<file path="src/rtl/alu_seq_if.sv">
// Request/result handshake bundle for alu_seq.
// The slave side is the ALU; the master side is the requester/consumer.
interface alu_seq_if #(
  parameter int BITS = 8
) ();
  logic            i_valid;
  logic            o_ready;
  logic [BITS-1:0] i_a;
  logic [BITS-1:0] i_b;
  logic [2:0]      i_op;
  logic            o_valid;
  logic            i_ready;
  logic [BITS-1:0] o_out;
  logic [3:0]      o_status;

  modport master (
    output i_valid, i_a, i_b, i_op, i_ready,
    input  o_ready, o_valid, o_out, o_status
  );

  modport slave (
    input  i_valid, i_a, i_b, i_op, i_ready,
    output o_ready, o_valid, o_out, o_status
  );
endinterface

</file>
<file path="src/rtl/alu_seq.sv">
// Sequential ALU: single-cycle SUB/CMP/SHL/CHG/ADD, iterative shift-add MUL.
// Optional feature macro: ALU_SEQ_MUL_EN (defined -> opcode 101 is MUL,
// undefined -> no BUSY state, no multiplier, opcode 101 is illegal).
// Status flags: [0] ERROR, [1] EVEN zero-count, [2] OVF, [3] SINGLE zero.
//
// state  | meaning
// S_IDLE | waiting for a request, o_ready high
// S_BUSY | MUL shift-add iterations in progress, o_ready low
// S_DONE | result held on o_out/o_status, o_valid high
module alu_seq #(
  parameter int BITS = 8
) (
  input  logic      i_clk,
  input  logic      i_rst,
  alu_seq_if.slave  bus
);

  localparam logic [BITS:0]   BITS_V = (BITS+1)'(BITS);
  localparam logic [BITS-1:0] ONE    = BITS'(1);

  typedef enum logic [1:0] {
    S_IDLE = 2'd0,
`ifdef ALU_SEQ_MUL_EN
    S_BUSY = 2'd1,
`endif
    S_DONE = 2'd2
  } state_t;

  state_t state_q, state_d;

  logic [BITS-1:0] out_q, out_d;
  logic [3:0]      status_q, status_d;

  logic            accept;
  logic            b_big;
  logic [BITS-1:0] alu_out;
  logic            alu_err;
  logic            alu_ovf;
  logic [BITS:0]   wide;
  logic [2*BITS-1:0] shl;

`ifdef ALU_SEQ_MUL_EN
  localparam int CW = $clog2(BITS);
  localparam logic [CW-1:0] CNT_LAST = CW'(BITS-1);

  logic              is_mul;
  logic [2*BITS-1:0] acc_q, acc_d;
  logic [2*BITS-1:0] mcand_q, mcand_d;
  logic [BITS-1:0]   mplier_q, mplier_d;
  logic [CW-1:0]     cnt_q, cnt_d;
  logic [2*BITS-1:0] acc_step;

  assign is_mul   = (bus.i_op == 3'b101);
  assign acc_step = acc_q + (mplier_q[0] ? mcand_q : '0);
`endif

  // EVEN/SINGLE derive from the number of zero bits in the final result
  function automatic logic [3:0] make_status(logic [BITS-1:0] res, logic err, logic ovf);
    int unsigned zeros;
    zeros = 0;
    for (int i = 0; i < BITS; i++) begin
      if (!res[i]) zeros++;
    end
    return {zeros == 1, ovf, zeros[0] == 1'b0, err};
  endfunction

  assign bus.o_ready  = (state_q == S_IDLE) || ((state_q == S_DONE) && bus.i_ready);
  assign accept       = bus.i_valid && bus.o_ready;
  assign bus.o_valid  = (state_q == S_DONE);
  assign bus.o_out    = out_q;
  assign bus.o_status = status_q;

  // Out-of-range shift amount / bit index
  assign b_big = {1'b0, bus.i_b} >= BITS_V;

  // Single-cycle result from the live operands, registered on acceptance
  always_comb begin
    alu_out = '0;
    alu_err = 1'b0;
    alu_ovf = 1'b0;
    wide    = '0;
    shl     = '0;
    case (bus.i_op)
      3'b000: begin
        wide    = {1'b0, bus.i_a} - {1'b0, bus.i_b};
        alu_out = wide[BITS-1:0];
        alu_ovf = bus.i_a < bus.i_b;
      end
      3'b001: alu_out = {{(BITS-1){1'b0}}, bus.i_a > bus.i_b};
      3'b010: begin
        if (b_big) begin
          alu_err = 1'b1;
        end else begin
          shl     = {{BITS{1'b0}}, bus.i_a} << bus.i_b;
          alu_out = shl[BITS-1:0];
          alu_ovf = |shl[2*BITS-1:BITS];
        end
      end
      3'b011: begin
        if (b_big) begin
          alu_out = bus.i_a;
          alu_err = 1'b1;
        end else begin
          alu_out = bus.i_a ^ (ONE << bus.i_b);
        end
      end
      3'b100: begin
        wide    = {1'b0, bus.i_a} + {1'b0, bus.i_b};
        alu_out = wide[BITS-1:0];
        alu_ovf = wide[BITS];
      end
      default: alu_err = 1'b1;
    endcase
  end

  // Next-state, result load and multiplier iteration
  always_comb begin
    state_d  = state_q;
    out_d    = out_q;
    status_d = status_q;
`ifdef ALU_SEQ_MUL_EN
    acc_d    = acc_q;
    mcand_d  = mcand_q;
    mplier_d = mplier_q;
    cnt_d    = cnt_q;
`endif
    case (state_q)
      S_IDLE, S_DONE: begin
        if (accept) begin
`ifdef ALU_SEQ_MUL_EN
          if (is_mul) begin
            state_d  = S_BUSY;
            acc_d    = '0;
            mcand_d  = {{BITS{1'b0}}, bus.i_a};
            mplier_d = bus.i_b;
            cnt_d    = CNT_LAST;
          end else
`endif
          begin
            state_d  = S_DONE;
            out_d    = alu_out;
            status_d = make_status(alu_out, alu_err, alu_ovf);
          end
        end else if ((state_q == S_DONE) && bus.i_ready) begin
          state_d = S_IDLE;
        end
      end
`ifdef ALU_SEQ_MUL_EN
      S_BUSY: begin
        acc_d    = acc_step;
        mcand_d  = mcand_q << 1;
        mplier_d = mplier_q >> 1;
        cnt_d    = cnt_q - 1'b1;
        if (cnt_q == '0) begin
          state_d  = S_DONE;
          out_d    = acc_step[BITS-1:0];
          status_d = make_status(acc_step[BITS-1:0], 1'b0, |acc_step[2*BITS-1:BITS]);
        end
      end
`endif
      default: state_d = S_IDLE;
    endcase
  end

  // State register
  always_ff @(posedge i_clk or posedge i_rst) begin
    if (i_rst) state_q <= S_IDLE;
    else       state_q <= state_d;
  end

  // Result and multiplier registers; reset discards any operation in flight
  always_ff @(posedge i_clk or posedge i_rst) begin
    if (i_rst) begin
      out_q    <= '0;
      status_q <= '0;
`ifdef ALU_SEQ_MUL_EN
      acc_q    <= '0;
      mcand_q  <= '0;
      mplier_q <= '0;
      cnt_q    <= '0;
`endif
    end else begin
      out_q    <= out_d;
      status_q <= status_d;
`ifdef ALU_SEQ_MUL_EN
      acc_q    <= acc_d;
      mcand_q  <= mcand_d;
      mplier_q <= mplier_d;
      cnt_q    <= cnt_d;
`endif
    end
  end

endmodule

</file>
<file path="src/flat_wrapper.sv">
// flat-port wrapper written by rule: the top's interface ports become plain ports
module alu_seq_flat 
#(
  parameter int BITS = 8
)
  (i_clk, i_rst, bus_i_valid, bus_i_a, bus_i_b, bus_i_op, bus_i_ready, bus_o_ready, bus_o_valid, bus_o_out, bus_o_status);
  alu_seq_if #(.BITS(BITS)) bus_i ();
  input  logic i_clk;
  input  logic i_rst;
  input wire logic [$bits(bus_i.i_valid)-1:0] bus_i_valid;
  input wire logic [$bits(bus_i.i_a)-1:0] bus_i_a;
  input wire logic [$bits(bus_i.i_b)-1:0] bus_i_b;
  input wire logic [$bits(bus_i.i_op)-1:0] bus_i_op;
  input wire logic [$bits(bus_i.i_ready)-1:0] bus_i_ready;
  output wire logic [$bits(bus_i.o_ready)-1:0] bus_o_ready;
  output wire logic [$bits(bus_i.o_valid)-1:0] bus_o_valid;
  output wire logic [$bits(bus_i.o_out)-1:0] bus_o_out;
  output wire logic [$bits(bus_i.o_status)-1:0] bus_o_status;
  assign bus_i.i_valid = bus_i_valid;
  assign bus_i.i_a = bus_i_a;
  assign bus_i.i_b = bus_i_b;
  assign bus_i.i_op = bus_i_op;
  assign bus_i.i_ready = bus_i_ready;
  assign bus_o_ready = bus_i.o_ready;
  assign bus_o_valid = bus_i.o_valid;
  assign bus_o_out = bus_i.o_out;
  assign bus_o_status = bus_i.o_status;
  alu_seq #(.BITS(BITS)) u_core (.i_clk(i_clk), .i_rst(i_rst), .bus(bus_i));
endmodule
</file>
<file path="config.mk">
export PLATFORM = sky130hd
export DESIGN_NAME = alu_seq_flat
export DESIGN_NICKNAME = d
export VERILOG_FILES = /design/src/rtl/alu_seq_if.sv /design/src/rtl/alu_seq.sv /design/src/flat_wrapper.sv
export SDC_FILE = /design/constraint.sdc
export NUM_CORES = 1
export LEC_CHECK = 0
export CORE_MARGIN = 2
export CORE_UTILIZATION = 56
export DETAILED_ROUTE_END_ITERATION = 16
export PLACE_DENSITY = 0.87
export SETUP_SLACK_MARGIN = 0.3
export SYNTH_ARGS = -nofsm -noshare
export SYNTH_HDL_FRONTEND = slang
export SYNTH_SLANG_ARGS = --single-unit
</file>
<file path="constraint.sdc">
create_clock -name i_clk -period 1.8 [get_ports i_clk]
set_clock_uncertainty 0.1 [all_clocks]
set_input_delay 0.36 -clock i_clk [delete_from_list [all_inputs] [get_ports i_clk]]
set_output_delay 0.36 -clock i_clk [all_outputs]
set_load 0.02 [all_outputs]
</file>
==> results of run 1 <==
-- metrics by stage --
step            util  worst slack [ps]  TNS [ps]
3_5_place_dp   0.916             -4360    -20870
2_1_floorplan      -             -3290     -8330
3_3_place_gp   0.916             -3850    -18790
-- logic make-up after synthesis --
family / share of synthesized area
buf+inv: 0.0637
simple gates: 0.287
compound gates: 0.291
flops: 0.116
fa+ha+maj: 0.112
xor+xnor: 0.0575
mux: 0.0730
==> reports/summary.txt, run 1 <==
======================================================================================
Die Span Y ..............................................................      74.8 um
Clock Sinks .............................................................           13
Core Rows ...............................................................           25
X dimension of the die ..................................................      74.8 um
Top cells by area in the synthesized netlist ............................ sky130_fd_sc_hd__dfrtp_1 (12%), sky130_fd_sc_hd__ha_1 (9.8%), sky130_fd_sc_hd__o21ai_0 (5.0%)
Mean instance size in the synthesized netlist ...........................     7.55 um2
Post-synth ARST share ...................................................         1.00
Post-synthesis sequential element count .................................           13
Initial Util ............................................................        0.587
Fraction of the yosys area taken by sequential cells ....................        0.116
Number of distinct standard cells referenced by the synthesized netlist .           74
Setup bufs post-CTS .....................................................           17
Routability-driven placement congestion ratio ...........................         1.07
# IOs ...................................................................           37
HPWL after detailed placement ...........................................     10100 um
TritonCTS buffer count ..................................................            3
Cell accounting for the most synthesized area ........................... sky130_fd_sc_hd__dfrtp_1
Total placed cells including tap cells ..................................          594
PostCTS Resize Cnt ......................................................          158
Placed cell area ........................................................  0.00438 mm2
Tool Error .............................................................. [ERROR DPL-0038] Utilization greater than 100%, impossible to legalize
Number of enable-type register cells in the synthesized netlist .........            0
Combined area of all synthesized cells ..................................  0.00281 mm2
Leading post-synthesis cells by instance count .......................... sky130_fd_sc_hd__nor2_1 (34), sky130_fd_sc_hd__o21ai_0 (28), sky130_fd_sc_hd__inv_1 (26), sky130_fd_sc_hd__nand2_1 (23)
IO buf count ............................................................           36
Net count after synthesis ...............................................          419
Clock Root Buffer ....................................................... sky130_fd_sc_hd__clkbuf_8
Max clock buf depth .....................................................            2
Top-area cell type share of the netlist area ............................        0.116
Stage reached ........................................................... clock tree synthesis
Run status .............................................................. stopped before the end
Leading register cell type out of synthesis ............................. sky130_fd_sc_hd__dfrtp_1
Synthesis Warnings ......................................................            0
Post-CTS Hold Fix Bufs ..................................................            0
CTS HTree Levels ........................................................            1
Cell count after synthesis ..............................................          372
Top-count cell post-synth ............................................... sky130_fd_sc_hd__nor2_1
======================================================================================
==> run 2: changes to the inputs <==
- CORE_UTILIZATION: 56 -> 40
- PLACE_DENSITY: 0.87 -> default
- PLACE_DENSITY_LB_ADDON: default -> 0.15
- SETUP_SLACK_MARGIN: 0.3 -> default
==> run 2 against run 1 <==
Effect of this change:
- the flow now finishes, with violations (negative setup slack)
- synthesized cell count did not move
- area after synthesis did not move
==> reports/summary.txt, run 2 <==
======================================================================================
Hold/Removal Path Class ................................................. input port to async pin
Non-Filler Instances ....................................................          687
Most frequent cell on the critical path ................................. sky130_fd_sc_hd__ha_4
Initial DRC count .......................................................          283
CTS HTree Levels ........................................................            1
Source-to-sink clock delay at the later pin of the worst-skew pair ......       240 ps
Lkg Pwr .................................................................      2.42 nW
VDD IR-drop max .........................................................     0.391 mV
Combined area of all synthesized cells ..................................  0.00281 mm2
Cell count after synthesis ..............................................          372
Register area ...........................................................      325 um2
CP Data Required Time ...................................................      1820 ps
Worst flop-to-flop path startpoint ...................................... u_core.state_q[1]
Router iterations before antenna repair .................................            4
Grt total ovfl ..........................................................            0
Total placed cells including tap cells ..................................          637
Mean instance size in the synthesized netlist ...........................     7.55 um2
Number of max-cap violations ............................................            0
Number of distinct standard cells referenced by the synthesized netlist .           74
Relative slew slack .....................................................        0.660
Slew at the pin closest to its max-slew limit ...........................       506 ps
Fraction of the yosys area taken by sequential cells ....................        0.116
Initial antenna violation count .........................................            0
Post-CTS Hold Fix Bufs ..................................................            0
Antenna diode count .....................................................            0
HPWL after detailed placement ...........................................      8740 um
Post-synthesis sequential element count .................................           13
Overall fraction of global-route tracks in use ..........................        0.334
Post-synth ARST share ...................................................         1.00
Remaining routing DRC violations ........................................            0
X dimension of the die ..................................................      87.8 um
Area taken by multi-input logic gates ...................................  0.00290 mm2
Power density cells .....................................................   679 mW/mm2
Proportion of layout cells with a drive suffix above 1 ..................        0.579
Worst setup EP type .....................................................         flop
Ratio of routed vias to standard cells ..................................         5.88
Top-count cell post-synth ............................................... sky130_fd_sc_hd__nor2_1
Routability-driven placement congestion ratio ...........................        0.946
Reg-to-reg setup timing slack ...........................................       280 ps
Number of enable-type register cells in the synthesized netlist .........            0
Kind of start point of the critical path ................................   input port
Max FFs per register ....................................................            8
Leading cell types in the layout, fill and taps excluded ................ sky130_fd_sc_hd__buf_4 (162), sky130_fd_sc_hd__buf_6 (35), sky130_fd_sc_hd__nor2_1 (28)
Total design power ......................................................    0.00373 W
Clock Sinks .............................................................           13
Filler instances ........................................................          416
Cell accounting for the most synthesized area ........................... sky130_fd_sc_hd__dfrtp_1
Endpoints failing hold ..................................................            0
Maximum clock frequency .................................................      198 MHz
Largest stage delay, worst path .........................................       510 ps
# IOs ...................................................................           37
Net count after synthesis ...............................................          419
Clock Root Buffer ....................................................... sky130_fd_sc_hd__clkbuf_8
Setup violators final ...................................................           12
Hold WS .................................................................       349 ps
FF-to-FF End ............................................................ u_core.bus.o_status[3]
Pin count of the biggest net entering global routing ....................           14
Failing checks .......................................................... negative setup slack
Post-layout worst setup margin ..........................................     -3260 ps
IO buf count ............................................................           36
Core Rows ...............................................................           30
Global-route wire length before repair ..................................     20200 um
Wire per inst ...........................................................      19.6 um
DR vias .................................................................         4041
TritonCTS buffer count ..................................................            3
Clk pin slew, worst setup/hold paths ....................................        60 ps
Overall die area ........................................................  0.00771 mm2
Final core utilization ..................................................        0.808
Leading post-synthesis cells by instance count .......................... sky130_fd_sc_hd__nor2_1 (34), sky130_fd_sc_hd__o21ai_0 (28), sky130_fd_sc_hd__inv_1 (26), sky130_fd_sc_hd__nand2_1 (23)
Critical path type ...................................................... input port to flop
Synthesis Warnings ......................................................            0
Highest fanout seen on the critical path ................................            4
Leading register cell type out of synthesis ............................. sky130_fd_sc_hd__dfrtp_1
Cells on worst reg2reg path .............................................            5
Fin crit share ..........................................................         2.81
Slowest-stage cell, CP .................................................. sky130_fd_sc_hd__fa_2
Initial Util ............................................................        0.413
Run status .............................................................. finished with violations
Core Box Area ...........................................................  0.00679 mm2
Count of pins over their slew limit .....................................            0
Final wirelength ........................................................     13400 um
Top-area cell type share of the netlist area ............................        0.116
Layout Nets .............................................................          639
Signed area change from the synthesized netlist to the final layout .....        95.4%
Top cells by area in the synthesized netlist ............................ sky130_fd_sc_hd__dfrtp_1 (12%), sky130_fd_sc_hd__ha_1 (9.8%), sky130_fd_sc_hd__o21ai_0 (5.0%)
Via count of the first global-routing pass ..............................         4036
Max clock buf depth .....................................................            2
Post-detailed-route count of antenna-violating nets .....................            0
Most common cell after layout, fill and taps aside ...................... sky130_fd_sc_hd__buf_4
Data arrival time of the critical path ..................................      5080 ps
CTS tree ................................................................        built
Final min period ........................................................      5060 ps
Die Span Y ..............................................................      87.8 um
Setup repair after global routing missed its margin .....................          yes
======================================================================================
==> run 2: cell counts after synthesis <==
Identical to the previous run, type by type.
==> run 2: how the worst max path moves through the flow <==
| stage | depth (start not counted) | end | slack, ps | from |
|---|---|---|---|---|
| final | 29 | u_core.bus.o_status[3] | -3260 | bus_i_a[0] |
| after global routing | 29 | u_core.bus.o_status[3] | -3370 | bus_i_a[0] |
| after CTS | 29 | u_core.bus.o_status[3] | -3200 | bus_i_a[0] |
| after detailed placement | 28 | u_core.bus.o_status[3] | -4030 | bus_i_b[0] |
| after global placement | 29 | u_core.bus.o_status[3] | -3870 | bus_i_a[0] |
| after floorplan | 28 | u_core.bus.o_status[3] | -3290 | bus_i_b[1] |
==> run 2: routing by layer <==
layer / share of wire / vias to the layer above / global-route usage / wire [um]
met2: 0.52 / 182 / 0.616 / 6940
li1: - / 1849 / - / -
met4: 0.050 / 0 / 0.173 / 668
met3: 0.053 / 50 / 0.0207 / 707
met5: 0 / - / 0 / 0
met1: 0.38 / 1960 / 0.383 / 5120
==> run 2: cells by family (layout without fill, tap and decap cells) <==
kind of cell    Yosys count  after routing  share of synthesized area
xor+xnor                 16             16                     0.0575
mux                      16             16                     0.0730
compound gates          116            116                      0.291
fa+ha+maj                24             24                      0.112
buf+inv                  46            265                     0.0637
flops                    13             13                      0.116
simple gates            141            141                      0.287
==> run 2: critical path, delay by kind of cell <==
kind                       cells  cell delay [ps]
adders and majority gates      7             1910
AOI/OAI and AO/OA              7             1190
and+or+nand+nor                7              880
buffers and inverters          6              380
muxes                          2              360
==> run 2: through the flow <==
stage / setup WS, ps / cell area, um2 / setup TNS [ps]
final: -3260 / 5490 / -11370
after detailed placement: -4030 / 4520 / -20100
after global placement: -3870 / 4520 / -19330
after CTS: -3200 / 5340 / -12920
after global routing: -3370 / 5490 / -12190
after floorplan: -3290 / 3030 / -8330
==> run 2: report_power, final <==
group | leakage [nW] | switching (W) | internal (W)
combinational | 2.23 | 0.00147 | 0.00163
clock | 0.0255 | 0.000110 | 0.000153
sequential | 0.168 | 0.0000245 | 0.000339
==> run 2: final cells by class <==
cell class                 instances  share of cell area
tap                               96              0.0219
clock inverter                     1            0.000912
timing repair buffer             233               0.360
sequential                        13              0.0593
clock buffer                       3             0.00752
inverter                          28              0.0233
multi-input combinational        313               0.527
==> run 2: what timing repair did <==
item,in CTS,in global routing
buffers inserted,47,21
pin swaps,44,49
resized for setup,161,71
setup endpoints to repair,13,11
gates cloned,0,0
Note: power is estimated with default switching activity, not from simulation.
